<file path="config.mk">
export PLATFORM = sky130hd
export DESIGN_NAME = pet_need_fsm
export DESIGN_NICKNAME = d
export VERILOG_FILES = /design/src/rtl/pet_pkg.sv /design/src/rtl/step_sync.sv /design/src/rtl/pet_need_fsm.sv
export SDC_FILE = /design/constraint.sdc
export NUM_CORES = 1
export LEC_CHECK = 0
export BUFFER_PORTS_ARGS = -buffer_cell sky130_fd_sc_hd__buf_2
export CAP_MARGIN = 20
export CORE_MARGIN = 1.5
export CORE_UTILIZATION = 30
export DETAILED_ROUTE_END_ITERATION = 12
export PLACE_DENSITY = 0.55
export SLEW_MARGIN = 10
export SYNTH_ARGS = -nofsm -noshare
export SYNTH_HDL_FRONTEND = slang
export SYNTH_SLANG_ARGS = --single-unit
</file>
<file path="constraint.sdc">
create_clock -name clk -period 2.65 [get_ports clk]
set_input_delay 0.265 -clock clk [delete_from_list [all_inputs] [get_ports clk]]
set_output_delay 0.265 -clock clk [all_outputs]
set_load 0.1 [all_outputs]
</file>
<file path="src/rtl/pet_pkg.sv">
// Shared types and helpers for the virtual-pet need controller: state encoding,
// display-code mapping and the width helpers used on its ports.
package pet_pkg;

  typedef enum logic [2:0] {
    ST_IDLE = 3'd0,
    ST_MILD = 3'd1,
    ST_CRIT = 3'd2,
    ST_ACT  = 3'd3,
    ST_DEAD = 3'd4
  } pet_state_t;

  function automatic int unsigned vis_width(input int unsigned n_needs);
    return $clog2(3 * n_needs + 2);
  endfunction

  function automatic int unsigned need_width(input int unsigned n_needs);
    return (n_needs > 1) ? $clog2(n_needs) : 1;
  endfunction

  function automatic int unsigned vis_code(input pet_state_t s, input int unsigned need,
                                           input int unsigned n_needs);
    case (s)
      ST_IDLE: return 0;
      ST_MILD: return 1 + 3 * need;
      ST_CRIT: return 2 + 3 * need;
      ST_ACT:  return 3 + 3 * need;
      ST_DEAD: return 3 * n_needs + 1;
      default: return 0;
    endcase
  endfunction

endpackage

</file>
<file path="src/rtl/step_sync.sv">
// Two-flop synchroniser followed by a rising-edge detector for an asynchronous
// strobe; rise_o is a single-cycle pulse per clean rising edge of async_i.
module step_sync (
  input  logic clk,
  input  logic reset,
  input  logic async_i,
  output logic rise_o
);

  logic sync1, sync2, prev;

  always_ff @(posedge clk or negedge reset) begin
    if (!reset) begin
      sync1 <= 1'b0;
      sync2 <= 1'b0;
      prev  <= 1'b0;
    end else begin
      sync1 <= async_i;
      sync2 <= sync1;
      prev  <= sync2;
    end
  end

  assign rise_o = sync2 & ~prev;

endmodule

</file>
<file path="src/rtl/pet_need_fsm.sv">
// Virtual-pet behaviour controller: tracks the most urgent of N_NEEDS levels,
// escalates warning/critical/action states, starves into DEAD, and supports a
// synchronised single-step test sequence.
//
//   state | meaning
//   IDLE  | all needs satisfied, watching for a low level
//   MILD  | latched need is low (below WARN_TH)
//   CRIT  | latched need is critical; ccnt counts toward starvation
//   ACT   | action held on the latched need; actuators disabled
//   DEAD  | starved; absorbing until reset
module pet_need_fsm
  import pet_pkg::*;
#(
  parameter int N_NEEDS   = 4,
  parameter int LVL_W     = 2,
  parameter int WARN_TH   = 3,
  parameter int CRIT_TH   = 1,
  parameter int DEATH_CYC = 1024
) (
  input  logic                                clk,
  input  logic                                reset,
  input  logic [N_NEEDS*LVL_W-1:0]            level_i,
  input  logic [N_NEEDS-1:0]                  action_i,
  input  logic                                test_mode_i,
  input  logic                                test_step_i,
  output logic [vis_width(N_NEEDS)-1:0]       vis_o,
  output logic [need_width(N_NEEDS)-1:0]      need_o,
  output logic [N_NEEDS-1:0]                  act_en_o,
  output logic                                dead_o
);

  localparam int VIS_W  = vis_width(N_NEEDS);
  localparam int NEED_W = need_width(N_NEEDS);
  localparam int CNT_W  = $clog2(DEATH_CYC);

  localparam logic [LVL_W:0]  WARN_V    = (LVL_W + 1)'(WARN_TH);
  localparam logic [LVL_W:0]  CRIT_V    = (LVL_W + 1)'(CRIT_TH);
  localparam logic [CNT_W-1:0] CNT_LAST = CNT_W'(DEATH_CYC - 1);
  localparam logic [NEED_W-1:0] NEED_LAST = NEED_W'(N_NEEDS - 1);

  pet_state_t        state_q, state_d;
  logic [NEED_W-1:0] need_q, need_d;
  logic [CNT_W-1:0]  ccnt_q, ccnt_d;

  logic              step_rise;
  logic [LVL_W-1:0]  lvl [N_NEEDS];
  logic [LVL_W-1:0]  cur_lvl;
  logic              any_low;
  logic [NEED_W-1:0] low_idx;
  logic              l_crit, l_max, act;

  step_sync u_step_sync (
    .clk     (clk),
    .reset   (reset),
    .async_i (test_step_i),
    .rise_o  (step_rise)
  );

  always_comb begin
    for (int i = 0; i < N_NEEDS; i++) begin
      lvl[i] = level_i[i*LVL_W +: LVL_W];
    end
  end

  // Scan from the top so the lowest low index is the one left standing.
  always_comb begin
    any_low = 1'b0;
    low_idx = '0;
    for (int i = N_NEEDS - 1; i >= 0; i--) begin
      if ({1'b0, lvl[i]} < WARN_V) begin
        any_low = 1'b1;
        low_idx = NEED_W'(i);
      end
    end
  end

  assign cur_lvl = lvl[need_q];
  assign l_crit  = ({1'b0, cur_lvl} < CRIT_V);
  assign l_max   = &cur_lvl;
  assign act     = action_i[need_q];

  always_ff @(posedge clk or negedge reset) begin
    if (!reset) begin
      state_q <= ST_IDLE;
      need_q  <= '0;
      ccnt_q  <= '0;
    end else begin
      state_q <= state_d;
      need_q  <= need_d;
      ccnt_q  <= ccnt_d;
    end
  end

  // ccnt is only non-zero while sitting in CRIT in normal mode.
  always_comb begin
    state_d = state_q;
    need_d  = need_q;
    ccnt_d  = '0;
    if (test_mode_i) begin
      if (step_rise) begin
        case (state_q)
          ST_IDLE: state_d = ST_MILD;
          ST_MILD: state_d = ST_CRIT;
          ST_CRIT: state_d = ST_ACT;
          ST_ACT: begin
            state_d = ST_IDLE;
            need_d  = (need_q == NEED_LAST) ? '0 : need_q + NEED_W'(1);
          end
          default: state_d = state_q;
        endcase
      end
    end else begin
      case (state_q)
        ST_IDLE: begin
          if (any_low) begin
            state_d = ST_MILD;
            need_d  = low_idx;
          end
        end
        ST_MILD: begin
          if (l_crit)   state_d = ST_CRIT;
          else if (act) state_d = ST_ACT;
        end
        ST_CRIT: begin
          if (act)                     state_d = ST_ACT;
          else if (ccnt_q == CNT_LAST) state_d = ST_DEAD;
          else                         ccnt_d  = ccnt_q + CNT_W'(1);
        end
        ST_ACT: begin
          if (!act) begin
            if (l_max)       state_d = ST_IDLE;
            else if (!l_crit) state_d = ST_MILD;
            else             state_d = ST_CRIT;
          end
        end
        default: state_d = state_q;
      endcase
    end
  end

  assign vis_o    = VIS_W'(vis_code(state_q, 32'(need_q), N_NEEDS));
  assign need_o   = need_q;
  assign act_en_o = (state_q == ST_ACT || state_q == ST_DEAD) ? '0 : '1;
  assign dead_o   = (state_q == ST_DEAD);

endmodule
</file>
# Yosys cells after proc, flatten, opt, wreduce, memory -nomap -nowiden
# Index checks and enable logic that the tools add are counted.
dict set report totals {
  reg_bits 18
  in_bits 16
  output_inout_bits 11
  word_cells 80
}
dict set report op_classes {
  add_sub_neg 5
  multipliers 1
  magnitude_cmp 7
  n_eq_ne 13
  muxes 37
  n_bitwise 3
  n_reduce_logical 8
}
# operator count
set ops {}
lappend ops {{two-way mux 10 bit} 4}
lappend ops {{two-way mux 2 bit} 14}
lappend ops {{two-way mux 3 bit} 8}
lappend ops {{one-hot mux 3 bit (4 select lines)} 2}
lappend ops {{one-hot mux 4 bit (4 select lines)} 1}
lappend ops {{adder 10 x 1 -> 10 bit, second input constant} 1}
lappend ops {{equality test 10 bit, second input constant} 1}
lappend ops {{adder 2 x 4 -> 4 bit, first input constant} 2}
lappend ops {{< comparator 2 bit, second input constant} 4}
lappend ops {{inequality test 4 bit, second input constant} 2}
lappend ops {{AND reduction 7 bit} 1}
lappend ops {{equality test 3 x 2 -> 1 bit, second input constant} 2}
lappend ops {{inequality test 3 bit, second input constant} 2}
lappend ops {{two-way mux 1 bit} 5}
lappend ops {{inequality test 5 x 1 -> 1 bit, second input constant} 1}
lappend ops {{nonzero test 5 bit} 1}
lappend ops {{adder 1 x 4 -> 4 bit, first input constant} 1}
lappend ops {{binary-select mux 2 bit (select 2 bit)} 1}
lappend ops {{multiplier 2 x 2 -> 4 bit, first input constant} 1}
lappend ops {{two-way mux 4 bit} 1}
lappend ops {{inequality test 2 x 1 -> 1 bit, second input constant} 2}
lappend ops {{AND reduction 4 bit} 1}
lappend ops {{nonzero test 2 bit} 2}
lappend ops {{equality test 3 x 1 -> 1 bit, second input constant} 1}
lappend ops {{13 further kinds} 13}

# Longest topological paths before layout
dict set report logic_depth {
  depth_word 10
  ltp_mapped 10
  depth_no_buf 9
}

# Hierarchy
# A second synthesis with hierarchy kept.
dict set report unflattened {
  hier_cells 143
  area_unflattened_um2 1347.5
}
# module instances cells_per_inst area_each_um2 seq_area_each_um2
set by_module_without_submodules {}
lappend by_module_without_submodules {pet_need_fsm 1 139 1258.7 375.4}
lappend by_module_without_submodules {step_sync 1 4 88.8 75.1}

# Worst setup path after synthesis
# OpenSTA, ideal clock, no wires.
dict set report synth_path {
  kind {flip-flop to output port}
  startpoint {register need_q[0], in the netlist need_o[0]}
  endpoint {output vis_o[2]}
  t_arrival_ns 5.103
  required_time_ns 2.385
  path_slack_ns -2.718
  stages_incl_launch_ff 6
  n_path_buf 1
  path_cell_list {dfrtp_1 -> buf_6 -> inv_1 -> ha_1 -> xor2_1 -> o311ai_0}
}
dict set report synth_between {
  elab_chain_len 3
  word_cells_on_any_way 5
  classes_between {add/sub (3); mul (1); mux (1)}
}
# item line_no
set synth_rtl {}
lappend synth_rtl {{start, declared} pet_need_fsm.sv:42} ;# logic [NEED_W-1:0] need_q, need_d;
lappend synth_rtl {{start signal, assigned} pet_need_fsm.sv:89} ;# need_q <= need_d;
lappend synth_rtl {{multiplier 2 x 2 -> 4 bit (*)} {pet_pkg.sv:25, pet_pkg.sv:26, pet_pkg.sv:27}}
lappend synth_rtl {{adder 2 x 4 -> 4 bit (tied with other cells)} pet_pkg.sv:27} ;# ST_ACT: return 3 + 3 * need;
lappend synth_rtl {{one-hot mux 4 bit (4 select lines) (*)} pet_pkg.sv:23} ;# case (s)
lappend synth_rtl {{end, declared} pet_need_fsm.sv:26} ;# output logic [vis_width(N_NEEDS)-1:0] vis_o,
# Every way passes the cells marked *; elsewhere a longest branch is shown, timed or not.

# Worst setup path after layout
dict set report layout_path {
  startpoint {register need_q[0], in the netlist need_o[0]}
  endpoint {output vis_o[3]}
}
# Same word-level chain as after synthesis.

==> reports/metrics.yaml <==
syn_area_mm2: 0.00126
cp_max_fo: 12
gp_congestion: 0.816
place_area_mm2: 0.00152
slew_viol_final: 0
path_class: "register to primary output"
io_pins: 27
cts.sink_count: 18
cts_tree: "yes"
synth_nets: 164
die_w_um: 67.7
cts-root-buf: "clkbuf_8"
drtIter0Drc: 35
first_pass_iters: 4
vias: 1080
period_minus_slack_ns: 2.51
rsz0062_at_grt: "no"
synth-async-reset-ratio: 1.00
synth_edf_count: 0
drc: 0
n_fill_cell: 405
grt_max_degree: 19
start_util: 0.312
arrival_ns: 2.24
grt_pass1_vias: 1076
hpwl_um: 2080
syn_inst: 140
routedWlPerCell_um: 12.3
synth.area.top_cells: "dfrtp_1 36%, ha_1 8.0%, xor2_1 5.6%"
fin_nets: 189
path_buf_inv: 3
finalWirelength_um: 2630
antenna_found_initial: 0
die_height_um: 67.7
max_freq_ghz: 0.399
ys_types: 37
area_growth_pct: 25.7
cp-start-kind: "register"
num_antenna_cells: 0
fin_skew_ns: 0.00309
ant_nets: 0
io_buffers: 26
ys_seq_area_frac: 0.358
cp_slowest_cell: "dfrtp_4"
setup_viol: 0
yosysWarnings: 0
avgSynthCellArea_um2: 8.98
coreArea_mm2: 0.00403
clk_path_buf_depth: 2
synth_ff_type: "dfrtp_1"
grtUsageTotal: 0.132
outcome: "completed"
grt_first_pass_wirelength_um: 4600
clock_latency_ns: 0.25
cp_top_family: "flip-flops"
htreeDepth: 1
synth_top_area_cell: "dfrtp_1"
cts_inserted_buffers: 3
cts_setup_buffers: 0
maxCapViolations: 0
tightest_slew_ns: 0.486
path_cells: "inv_4, ha_4, inv_2, ha_4, a21o_1, nand2_1, xnor2_1, a22oi_2, o21ai_4, buf_12"
synth_seq_cells: 18
via_per_inst: 5.05
yosysTopAreaCellShare: 0.358
clk_pin_slew_ns: 0.07
worst_path_largest_cell_delay_ns: 0.53
design_area_mm2: 0.00158
critPathCaptureType: "primary output"
hold_violations: 0
hp-class: "primary input to register"
cp.required_ns: 2.38
drive_gt1_frac: 0.317
finalCritPeriodShare: 0.945
relSlewSlack: 0.678
cpMostUsedCell: "ha_4"
dieArea_mm2: 0.00459
core.rowCount: 23
grt_overflow: 0
-- layer usage --
| metal | share of wire | global-route usage | routed length, µm |
|---|---|---|---|
| met2 | 0.50 | 0.229 | 1320 |
| met4 | 0.017 | 0.0740 | 44 |
| met1 | 0.44 | 0.155 | 1160 |
| met3 | 0.041 | 0.0167 | 107 |
| met5 | 0 | 0 | 0 |
-- logic make-up (layout without fill, tap and decap cells) --
| group | after synthesis | after routing | share of synthesized area |
|---|---|---|---|
| muxes | 6 | 6 | 0.0786 |
| and+or+nand+nor | 50 | 50 | 0.196 |
| AOI/OAI and AO/OA | 27 | 27 | 0.137 |
| DFF | 18 | 18 | 0.358 |
| adders and majority gates | 8 | 8 | 0.0796 |
| xor gates and xnor gates | 10 | 10 | 0.0697 |
| buffers and inverters | 21 | 45 | 0.0806 |
-- cells in the final DEF (no fill, tap or decap), types with 2 or more instances in the layout --
master,n
nand3_1,6
o21ai_0,4
mux2i_1,2
nand2_1,8
inv_1,8
nand4_1,2
xor2_1,8
buf_2,25
mux4_2,3
ha_1,6
dfrtp_1,16
buf_4,3
a21o_1,3
nand2b_1,2
a31oi_1,3
xnor2_1,2
nor2_4,2
ha_4,2
nor2_1,16
clkbuf_8,4
or3_1,3
a21oi_1,7
nor3_1,2
-- registers in the layout, summed over array words and instances, names as in the netlist --
register,cells
state_q,3
u_step_sync.sync2,1
u_step_sync.prev,1
u_step_sync.sync1,1
ccnt_q,10
need_o,2
-- cell usage after synthesis (2+ instances only) --
library cell  count
a21o_1            3
dfrtp_1          18
nand2_1           9
xnor2_1           2
nor3_1            2
a21oi_1           7
ha_1              8
nand2b_1          2
o21ai_0           6
nand3_1           6
mux2i_1           2
a22oi_1           2
xor2_1            8
inv_1            11
clkbuf_1          5
mux4_2            3
buf_4             4
or3_1             3
nor2_1           18
nand4_1           2
a31oi_1           3
-- stage by stage --
| stage | worst slack (ns) | util | TNS (ns) | instances | hold WS, ns |
|---|---|---|---|---|---|
| after CTS | 0.133 | 0.392 | 0 | 214 | 0.106 |
| after global routing | 0.0571 | 0.392 | 0 | 214 | 0.108 |
| after detailed placement | 0.271 | 0.376 | 0 | 209 | 0.214 |
| after floorplan | -0.0103 | - | -0.0103 | 140 | -0.0306 |
| final | 0.145 | 0.392 | 0 | 214 | 0.110 |
| after global placement | 0.316 | 0.376 | 0 | 209 | 0.210 |
-- worst reg2reg max path, delay by kind of cell, from the launching register on --
family / cells / cell delay (ns)
AOI/OAI and AO/OA: 2 / 0.51
DFF: 1 / 0.53
muxes: 1 / 0.59
and+or+nand+nor: 2 / 0.65
-- final timing paths --
check / startpoint / endpoint / slack [ns] / cells after the start
setup / recovery: need_o[0]$_DFFE_PN0P_ / vis_o[3] / 0.14 / 10
hold / removal: test_step_i / u_step_sync.sync1$_DFF_PN0_ / 0.11 / 1
setup reg to reg: need_o[0]$_DFFE_PN0P_ / state_q[1]$_DFFE_PN0P_ / 0.26 / 5
hold reg to reg: u_step_sync.sync1$_DFF_PN0_ / u_step_sync.sync2$_DFF_PN0_ / 0.35 / 0
max in group asynchronous: reset / need_o[0]$_DFFE_PN0P_ / 1.87 / 2
min in group asynchronous: reset / state_q[1]$_DFFE_PN0P_ / 0.47 / 2
-- layout make-up --
type                       count  area [µm²]  share of cell area
clock buffer                   4        55.1              0.0348
sequential                    18         455               0.288
timing repair buffer          30         178               0.112
multi-input combinational    101         782               0.495
inverter                      11        47.5              0.0301
tap                           50        62.6              0.0396
-- timing repair --
item / 4_1_cts / 5_1_grt
hold endpoints to repair: 18 / 0
hold buffers: 1 / 0
gates resized for setup: 0 / 0
Power is left out: the tool's default activity adds up to more than one toggle a clock period on the data nets, which glitch-free logic cannot reach.
